[src/rtl/alu_byte_sequencer_pkg.sv]
// Shared op codes, flag bit positions, FSM encodings and the latched-op record
// for the byte-serial ALU sequencer.
package alu_byte_sequencer_pkg;

  localparam logic [2:0] ALU_OP_ADD = 3'd0;
  localparam logic [2:0] ALU_OP_ADC = 3'd1;
  localparam logic [2:0] ALU_OP_SUB = 3'd2;
  localparam logic [2:0] ALU_OP_SBC = 3'd3;
  localparam logic [2:0] ALU_OP_AND = 3'd4;
  localparam logic [2:0] ALU_OP_OR  = 3'd5;
  localparam logic [2:0] ALU_OP_XOR = 3'd6;
  localparam logic [2:0] ALU_OP_MOV = 3'd7;

  localparam int FLAG_V = 3;
  localparam int FLAG_C = 2;
  localparam int FLAG_S = 1;
  localparam int FLAG_Z = 0;

  localparam logic [1:0] ST_IDLE = 2'd0;
  localparam logic [1:0] ST_LO   = 2'd1;
  localparam logic [1:0] ST_HI   = 2'd2;

  typedef struct packed {
    logic [2:0]  code;
    logic        wide;
    logic [2:0]  dst;
    logic [2:0]  src;
    logic        use_imm;
    logic [15:0] imm;
    logic        set_flags;
  } op_t;

  function automatic logic op_is_sub(input logic [2:0] op);
    return (op == ALU_OP_SUB) || (op == ALU_OP_SBC);
  endfunction

endpackage

[src/rtl/alu_byte_sequencer_alu8_slice.sv]
// Combinational 8-bit ALU slice; carry_out is reported in flag sense
// (borrow for SUB/SBC), while cin is the raw adder carry-in.
module alu8_slice
  import alu_byte_sequencer_pkg::*;
(
  input  logic [2:0] op,
  input  logic [7:0] a,
  input  logic [7:0] b,
  input  logic       cin,
  output logic [7:0] result,
  output logic       carry_out,
  output logic       overflow,
  output logic       zero
);

  logic [7:0] b_eff;
  logic [8:0] sum;

  // Adder with operand inversion for subtraction, plus logic/move results
  always_comb begin
    b_eff     = op_is_sub(op) ? ~b : b;
    sum       = {1'b0, a} + {1'b0, b_eff} + {8'd0, cin};
    result    = 8'h00;
    carry_out = 1'b0;
    overflow  = 1'b0;
    case (op)
      ALU_OP_ADD, ALU_OP_ADC, ALU_OP_SUB, ALU_OP_SBC: begin
        result    = sum[7:0];
        carry_out = op_is_sub(op) ? ~sum[8] : sum[8];
        overflow  = (a[7] == b_eff[7]) && (sum[7] != a[7]);
      end
      ALU_OP_AND: result = a & b;
      ALU_OP_OR:  result = a | b;
      ALU_OP_XOR: result = a ^ b;
      ALU_OP_MOV: result = b;
      default:    result = 8'h00;
    endcase
    zero = (result == 8'h00);
  end

endmodule

[src/rtl/alu_byte_sequencer.sv]
// Sequences 8/16-bit register ops onto one 8-bit ALU slice, keeps the V/C/S/Z
// flags and shares the register-file write port with the load-data path.
module alu_byte_sequencer
  import alu_byte_sequencer_pkg::*;
(
  input  logic        clk,
  input  logic        reset,
  input  logic        op_valid,
  output logic        op_ready,
  input  logic [2:0]  op_code,
  input  logic        op_wide,
  input  logic [2:0]  op_dst,
  input  logic [2:0]  op_src,
  input  logic        op_use_imm,
  input  logic [15:0] op_imm,
  input  logic        op_set_flags,
  input  logic        ld_valid,
  output logic        ld_ready,
  input  logic [2:0]  ld_addr,
  input  logic [7:0]  ld_data,
  output logic [2:0]  rf_raddr_a,
  output logic [2:0]  rf_raddr_b,
  input  logic [7:0]  rf_rdata_a,
  input  logic [7:0]  rf_rdata_b,
  output logic        rf_we,
  output logic [2:0]  rf_waddr,
  output logic [7:0]  rf_wdata,
  output logic [3:0]  flags,
  output logic        busy
);

  logic [1:0] state_q, state_d;
  op_t        op_q, op_d;
  logic [3:0] flags_q, flags_d;
  logic       c_lo_q, c_lo_d;
  logic       z_lo_q, z_lo_d;

  logic       in_lo, in_hi, exec, last_exec, accept, ld_grant;
  logic [7:0] alu_b, alu_res;
  logic       alu_cin, alu_c, alu_v, alu_z;

  // Handshakes: loads only in IDLE, and a pending load blocks new ops so the
  // exec stream drains to IDLE where the load is served.
  always_comb begin
    in_lo     = (state_q == ST_LO);
    in_hi     = (state_q == ST_HI);
    exec      = in_lo | in_hi;
    last_exec = (in_lo & ~op_q.wide) | in_hi;
    op_ready  = ~reset & ~ld_valid & ((state_q == ST_IDLE) | last_exec);
    ld_ready  = ~reset & (state_q == ST_IDLE);
    accept    = op_valid & op_ready;
    ld_grant  = ld_valid & ld_ready;
    busy      = ~reset & exec;
    flags     = flags_q;
  end

  // Byte addressing and operand/carry-in selection for the current half
  always_comb begin
    if (in_hi) begin
      rf_raddr_a = {op_q.dst[2:1], 1'b1};
      rf_raddr_b = {op_q.src[2:1], 1'b1};
    end else if (op_q.wide) begin
      rf_raddr_a = {op_q.dst[2:1], 1'b0};
      rf_raddr_b = {op_q.src[2:1], 1'b0};
    end else begin
      rf_raddr_a = op_q.dst;
      rf_raddr_b = op_q.src;
    end

    if (op_q.use_imm) begin
      alu_b = in_hi ? op_q.imm[15:8] : op_q.imm[7:0];
    end else begin
      alu_b = rf_rdata_b;
    end

    // High byte chains the low-byte carry/borrow, never the flag register
    if (in_hi) begin
      alu_cin = op_is_sub(op_q.code) ? ~c_lo_q : c_lo_q;
    end else begin
      case (op_q.code)
        ALU_OP_ADC: alu_cin = flags_q[FLAG_C];
        ALU_OP_SUB: alu_cin = 1'b1;
        ALU_OP_SBC: alu_cin = ~flags_q[FLAG_C];
        default:    alu_cin = 1'b0;
      endcase
    end
  end

  alu8_slice u_slice (
    .op        (op_q.code),
    .a         (rf_rdata_a),
    .b         (alu_b),
    .cin       (alu_cin),
    .result    (alu_res),
    .carry_out (alu_c),
    .overflow  (alu_v),
    .zero      (alu_z)
  );

  // Write port: exec cycles own it; a granted load uses it only in IDLE
  always_comb begin
    rf_we    = 1'b0;
    rf_waddr = rf_raddr_a;
    rf_wdata = alu_res;
    if (reset) begin
      rf_we = 1'b0;
    end else if (exec) begin
      rf_we = 1'b1;
    end else if (ld_grant) begin
      rf_we    = 1'b1;
      rf_waddr = ld_addr;
      rf_wdata = ld_data;
    end else begin
      rf_we = 1'b0;
    end
  end

  // Next-state, op latch and flag update
  always_comb begin
    state_d = state_q;
    op_d    = op_q;
    flags_d = flags_q;
    c_lo_d  = c_lo_q;
    z_lo_d  = z_lo_q;

    if (in_lo) begin
      c_lo_d = alu_c;
      z_lo_d = alu_z;
    end else begin
      c_lo_d = c_lo_q;
    end

    if (last_exec && op_q.set_flags && (op_q.code != ALU_OP_MOV)) begin
      flags_d[FLAG_V] = alu_v;
      flags_d[FLAG_C] = alu_c;
      flags_d[FLAG_S] = alu_res[7];
      flags_d[FLAG_Z] = in_hi ? (z_lo_q & alu_z) : alu_z;
    end else begin
      flags_d = flags_q;
    end

    case (state_q)
      ST_IDLE: state_d = accept ? ST_LO : ST_IDLE;
      ST_LO:   state_d = op_q.wide ? ST_HI : (accept ? ST_LO : ST_IDLE);
      ST_HI:   state_d = accept ? ST_LO : ST_IDLE;
      default: state_d = ST_IDLE;
    endcase

    if (accept) begin
      op_d.code      = op_code;
      op_d.wide      = op_wide;
      op_d.dst       = op_dst;
      op_d.src       = op_src;
      op_d.use_imm   = op_use_imm;
      op_d.imm       = op_imm;
      op_d.set_flags = op_set_flags;
    end else begin
      op_d = op_q;
    end
  end

  // State registers with synchronous reset
  always_ff @(posedge clk) begin
    if (reset) begin
      state_q <= ST_IDLE;
      op_q    <= '0;
      flags_q <= 4'h0;
      c_lo_q  <= 1'b0;
      z_lo_q  <= 1'b0;
    end else begin
      state_q <= state_d;
      op_q    <= op_d;
      flags_q <= flags_d;
      c_lo_q  <= c_lo_d;
      z_lo_q  <= z_lo_d;
    end
  end

endmodule

[config.mk]
export PLATFORM = sky130hd
export DESIGN_NAME = alu_byte_sequencer
export DESIGN_NICKNAME = d
export VERILOG_FILES = /design/src/rtl/alu_byte_sequencer_pkg.sv /design/src/rtl/alu_byte_sequencer_alu8_slice.sv /design/src/rtl/alu_byte_sequencer.sv
export SDC_FILE = /design/constraint.sdc
export NUM_CORES = 1
export LEC_CHECK = 0
export ABC_AREA = 1
export CELL_PAD_IN_SITES_DETAIL_PLACEMENT = 0
export CELL_PAD_IN_SITES_GLOBAL_PLACEMENT = 1
export CORE_UTILIZATION = 35
export DETAILED_ROUTE_END_ITERATION = 16
export PLACE_DENSITY_LB_ADDON = 0.1
export SLEW_MARGIN = 30
export SYNTH_ARGS = -nofsm -noshare
export SYNTH_HDL_FRONTEND = slang
export SYNTH_SLANG_ARGS = --single-unit
[constraint.sdc]
create_clock -name clk -period 5.1 [get_ports clk]
set_clock_uncertainty 0.2 [all_clocks]
set_input_delay 1.02 -clock clk [delete_from_list [all_inputs] [get_ports clk]]
set_output_delay 1.02 -clock clk [all_outputs]
set_load 0.005 [all_outputs]
### After elaboration in Yosys (flattened, before gate mapping)

Index checks and enable logic that the tools add are counted.
W data, S select, Z words.

| word-level totals | value |
|---|---|
| register bits | 36 |
| input port bits | 59 |
| output and inout port bits | 25 |
| word-level logic and storage cells | 82 |

| cells by class | value |
|---|---|
| add/subtract/negate cells | 2 |
| equal/unequal tests | 12 |
| muxes and demuxes | 27 |
| bitwise gates (word level) | 21 |
| reductions and logical operators | 9 |

Operators by type and width:

| operator | count |
|---|---|
| $mux W8 | 6 |
| $pmux W8 S5 | 1 |
| $mux W1 | 14 |
| $eq A3 B3 Y1 const B | 4 |
| $add A8 B8 Y9 | 1 |
| $add A9 B1 Y9 | 1 |
| $mux W3 | 3 |
| $and A1 B1 Y1 | 8 |
| $and A8 B8 Y8 | 1 |
| $logic_not A8 Y1 | 1 |
| $not A8 Y8 | 1 |
| $or A8 B8 Y8 | 1 |
| $xor A8 B8 Y8 | 1 |
| $eq A3 B2 Y1 const B | 2 |
| $not A1 Y1 | 6 |
| $pmux W2 S2 | 1 |
| $reduce_or A4 Y1 | 1 |
| $eq A3 B1 Y1 const B | 1 |
| $logic_and A1 B1 Y1 | 3 |
| $logic_not A3 Y1 | 1 |
| $ne A3 B3 Y1 const B | 1 |
| $or A1 B1 Y1 | 3 |
| $pmux W1 S3 | 1 |
| $eq A2 B1 Y1 const B | 1 |
| 7 further kinds | 7 |

### Logic depth before layout (Yosys ltp)

Gate-level depths: netlist (run 1).

| depth | value |
|---|---|
| depth after elaboration | 11 |
| depth in mapped cells | 20 |
| mapped depth without buffers | 20 |

### By module

Synthesis (run 1) repeated with hierarchy kept, for this count alone.

| unflattened totals | value |
|---|---|
| cells, all modules | 580 |
| area, all modules | 3358.2 µm² |

Modules (own cells, without submodules):

| module | instances | cells each | area an instance (µm²) | sequential area each (µm²) |
|---|---|---|---|---|
| alu_byte_sequencer | 1 | 380 | 2229.6 | 720.7 |
| alu8_slice | 1 | 200 | 1128.6 | 0.0 |

### Least setup slack after synthesis (run 1)

No wires, ideal clock.

| path | value |
|---|---|
| path kind | input to output |
| start | in rf_rdata_b[0] |
| end | out rf_wdata[2] |
| arrival time | 2.690 ns |
| data required time | 3.880 ns |
| setup slack | 1.190 ns |
| cell stages on the path | 9 |
| path buffers | 0 |
| path through | nor2_1 > a21oi_2 > xor2_1 > fa_1 > fa_1 > or2_2 > nand3_1 > nand2_1 > o21ai_1 |

| on the way | value |
|---|---|
| cells in the longest elaborated chain, start to end | 9 |

RTL lines:

| what | RTL line | source |
|---|---|---|
| start, declared | alu_byte_sequencer.sv:24 | `input logic [7:0] rf_rdata_b,` |
| $mux W8 (*) | alu_byte_sequencer.sv:70 | `if (op_q.use_imm) begin` |
| $not A8 Y8 | alu_byte_sequencer_alu8_slice.sv:21 | `b_eff = op_is_sub(op) ? ~b : b;` |
| $mux W8 (*) | alu_byte_sequencer_alu8_slice.sv:21 |  |
| $add A8 B8 Y9 (*) | alu_byte_sequencer_alu8_slice.sv:22 | `sum = {1'b0, a} + {1'b0, b_eff} + {8'd0, cin};` |
| $add A9 B1 Y9 (*) | alu_byte_sequencer_alu8_slice.sv:22 |  |
| $pmux W8 S5 (*) | alu_byte_sequencer_alu8_slice.sv:26 | `case (op)` |
| $mux W8 | alu_byte_sequencer.sv:109 | `end else if (ld_grant) begin` |
| $mux W8 | alu_byte_sequencer.sv:107 | `end else if (exec) begin` |
| $mux W8 (*) | alu_byte_sequencer.sv:105 | `if (reset) begin` |
| end, declared | alu_byte_sequencer.sv:27 | `output logic [7:0] rf_wdata,` |

Every way passes the cells marked *; elsewhere a longest branch is shown, timed or not.

### Final worst setup path (run 1)

| path | value |
|---|---|
| start | in rf_rdata_b[6] |
| end | out rf_wdata[7] |

Same word-level chain as after synthesis.

==> impl_metrics.toml, run 1 <==
[outcome]
outcome = "completed"

[worst_hold_path]
worstHoldEndpoint = "op_q[18]"
min_from = "op_q[18]"
hold_depth = 2
min_path_type = "flop to flop"

[final_layout]
syn2layout_area_growth_pct = 35.6
stdcell_area_um2 = 3920
n_antenna_cell = 0
layout.nets = 621
fill_cells = 840
drive_gt1_share_pct = 8.43

[sta]
hold_ws_ps = 252
tns_ps = 0
drv_slew = 0
slew_headroom_pct = 57.6
period_needed_ps = 4880
rsz0062_at_grt = "false"
setup_violations = 0
fmax_mhz = 205
finalCritPeriodShare_pct = 95.7
postLayoutSetupSlackWorst_ps = 217
hold_viol = 0
worstMarginPinSlew_ps = 636

[clock_network]
ctsHoldBuffers = 0
cts_buffers = 5
insertion_delay_ps = 290
cts_tree = "yes"
cts_num_sinks = 36
htree_num_levels = 2
root_buffer = "clkbuf_8"
clk_path_buf_depth = 2
clk_pin_slew_ps = 70

[yosys]
syn_area_um2 = 2890
synth_top_cell_area_share_pct = 24.9
yosysSeqAreaShare_pct = 24.9
synthCells = 454
ys_top_cells_by_area = "dfxtp_1 (25%), nand2_1 (15%), ha_1 (12%)"
synth_fp_nets = 542
ys_seq_elements = 36
synth_cell_type_count = 32
yosysWarningCount = 0
synth_area_per_cell_um2 = 6.36
synth_top_area_cell = "dfxtp_1"

[critical_path]
slowest_delay_ps = 510
r2r_end = "flags[0]"
path_cells = "clkdlybuf4s50_1 > nor2_1 > a21oi_1 > xor2_1 > ha_1 > nand2_1 > inv_1 > a21oi_1 > nand3_1 > nand3_1 > nand2_1 > o21ai_1 > clkdlybuf4s50_1"
worst_path_dominant_cell_family = "buffers and inverters"
cp_max_fo = 5
r2r_cells = 20
crit_buf_inv = 3
worstPathArrival_ps = 3660
cp_num_cells = 13
rr_startpoint = "state_q[0]"
critPathLaunch = "rf_rdata_b[6]"
slowest_stage = "clkdlybuf4s50_1"
cp-start-kind = "input pin"
cp-end-kind = "output pin"
path_class = "input pin to output pin"
required_ps = 3880
r2r_setup_slack_ps = 1770

[die]
pin_count = 84
coreArea_um2 = 7850
die_h_um = 92.9
die_w_um = 92.9
dieArea_um2 = 8620
initial_core_util_pct = 36.8
rows = 32

[detailed_routing]
first_pass_iters = 5
drt-total-wl_um = 8060
drc_errors = 0
drt_iter0_markers = 62
wl_per_cell_um = 12.7
via_count = 2979
ant_nets = 0
routed_via_density = 4.68

[global_routing]
grt_pass1_wl_um = 13400
grt_overflow = 0
grt_max_degree = 47
antenna_found_initial = 0
grt_use_total_pct = 19.5
first_global_vias = 2811

[placed_design]
place_ws_ps = 101
port_buffers = 83
dp_hpwl_um = 6310
placed_area_um2 = 3810
place_congestion = 0.832

[power_and_ir_drop]
leakage_nw = 1.76
cellPowerDensity_nw_per_um2 = 212
peakVddDrop_v = 0.000157
finalPower_w = 0.000830

[flow_run]
maxCapViolCount = 0
-- cells in the final DEF, fill, tap and decap left out, drive strengths merged --
| cell type | n |
|---|---|
| xor2 | 8 |
| clkinv | 2 |
| nand2 | 117 |
| ha | 27 |
| a211oi | 1 |
| or2 | 6 |
| o31ai | 1 |
| nand4 | 7 |
| dfxtp | 36 |
| xnor2 | 1 |
| clkbuf | 6 |
| a21oi | 44 |
| nor3 | 5 |
| inv | 66 |
| o21ai | 42 |
| o211ai | 1 |
| clkdlybuf4s50 | 83 |
| nor2 | 35 |
| fa | 2 |
| nand3 | 32 |
| buf | 11 |
| a31oi | 1 |
-- metrics by stage --
step | cells | utilization (%)
after floorplan | 454 | -
after global placement | 628 | 48.6
after detailed placement | 628 | 48.6
after CTS | 636 | 49.8
after global routing | 636 | 49.9
final | 636 | 49.9
-- Yosys cell counts --
cell type	number
o211ai_1	1
fa_1	2
nand2_1	115
ha_1	27
o21ai_0	31
xor2_1	8
a211oi_1	1
o21ai_1	11
inv_2	10
buf_6	1
nand4_1	7
nor3_2	2
nand3_2	2
clkbuf_1	9
a31oi_1	1
xnor2_1	1
nand2_2	2
nor3_4	1
buf_2	6
o31ai_1	1
inv_1	56
dfxtp_1	36
nor2_2	3
a21oi_2	2
nor2_1	32
or2_1	4
buf_1	1
nand3_1	30
buf_4	5
nor3_1	2
or2_2	2
a21oi_1	42
-- layer usage --
metal	routed length, µm	share of wire (%)	GRT usage, %
met2	3780	47	33.8
met1	3940	49	25.8
met5	0	0	0
met3	274	3.4	2.30
met4	69	0.86	4.23
-- sequential cells by signal, indices dropped and copies added (netlist names) --
| signal | count |
|---|---|
| flags | 4 |
| state_q | 2 |
| c_lo_q | 1 |
| z_lo_q | 1 |
| op_q | 28 |
-- cell type report --
type / count / area, µm² / area share (%)
clock buffer: 6 / 82.6 / 2.11
sequential: 36 / 721 / 18.4
inverter: 66 / 248 / 6.33
clock inverter: 2 / 10.0 / 0.256
tap: 102 / 128 / 3.26
timing repair buffer: 94 / 913 / 23.3
multi-input combinational: 330 / 1810 / 46.3
-- power breakdown --
group | internal (W) | switching [W]
Clock | 0.000108 | 0.000105
Combinational | 0.000156 | 0.000162
Sequential | 0.000292 | 0.00000708
Total | 0.000557 | 0.000274
-- tightest hold or removal path: stages (launching register included) --
cell and delay [ps]:
dfxtp_1 300, inv_1 50, a21oi_1 50
-- how the worst max path moves through the flow --
stage | end | slack [ps]
global route | rf_wdata[7] | 5
CTS | rf_wdata[6] | 80
detailed placement | rf_wdata[6] | 100
floorplan | rf_wdata[2] | 1190
global placement | rf_wdata[6] | 90
finish | rf_wdata[7] | 220
-- repair_timing --
action                                 in CTS  in global routing
endpoints found under the hold margin       0                  0
setup endpoints to repair                   0                  3
setup buffers                               0                  0
gates resized for setup                     0                  3
-- cells by family (layout without fill, tap and decap cells) --
logic type | after synthesis | count (layout) | synth area share [%]
AO/OA/AOI/OAI | 90 | 90 | 16.2
XOR/XNOR | 9 | 9 | 2.73
adder cells (fa/ha/maj) | 29 | 29 | 13.1
buffers and inverters | 88 | 168 | 12.6
flip-flops | 36 | 36 | 24.9
AND/OR/NAND/NOR | 202 | 202 | 30.5
Power figures use the tool's default switching activity.
==> run 2: changes to the inputs <==
TNS_END_PERCENT = 20   (was default)
==> results of run 2 <==
Same layout as run 1: the final DEF is identical, and so are final timing and power.
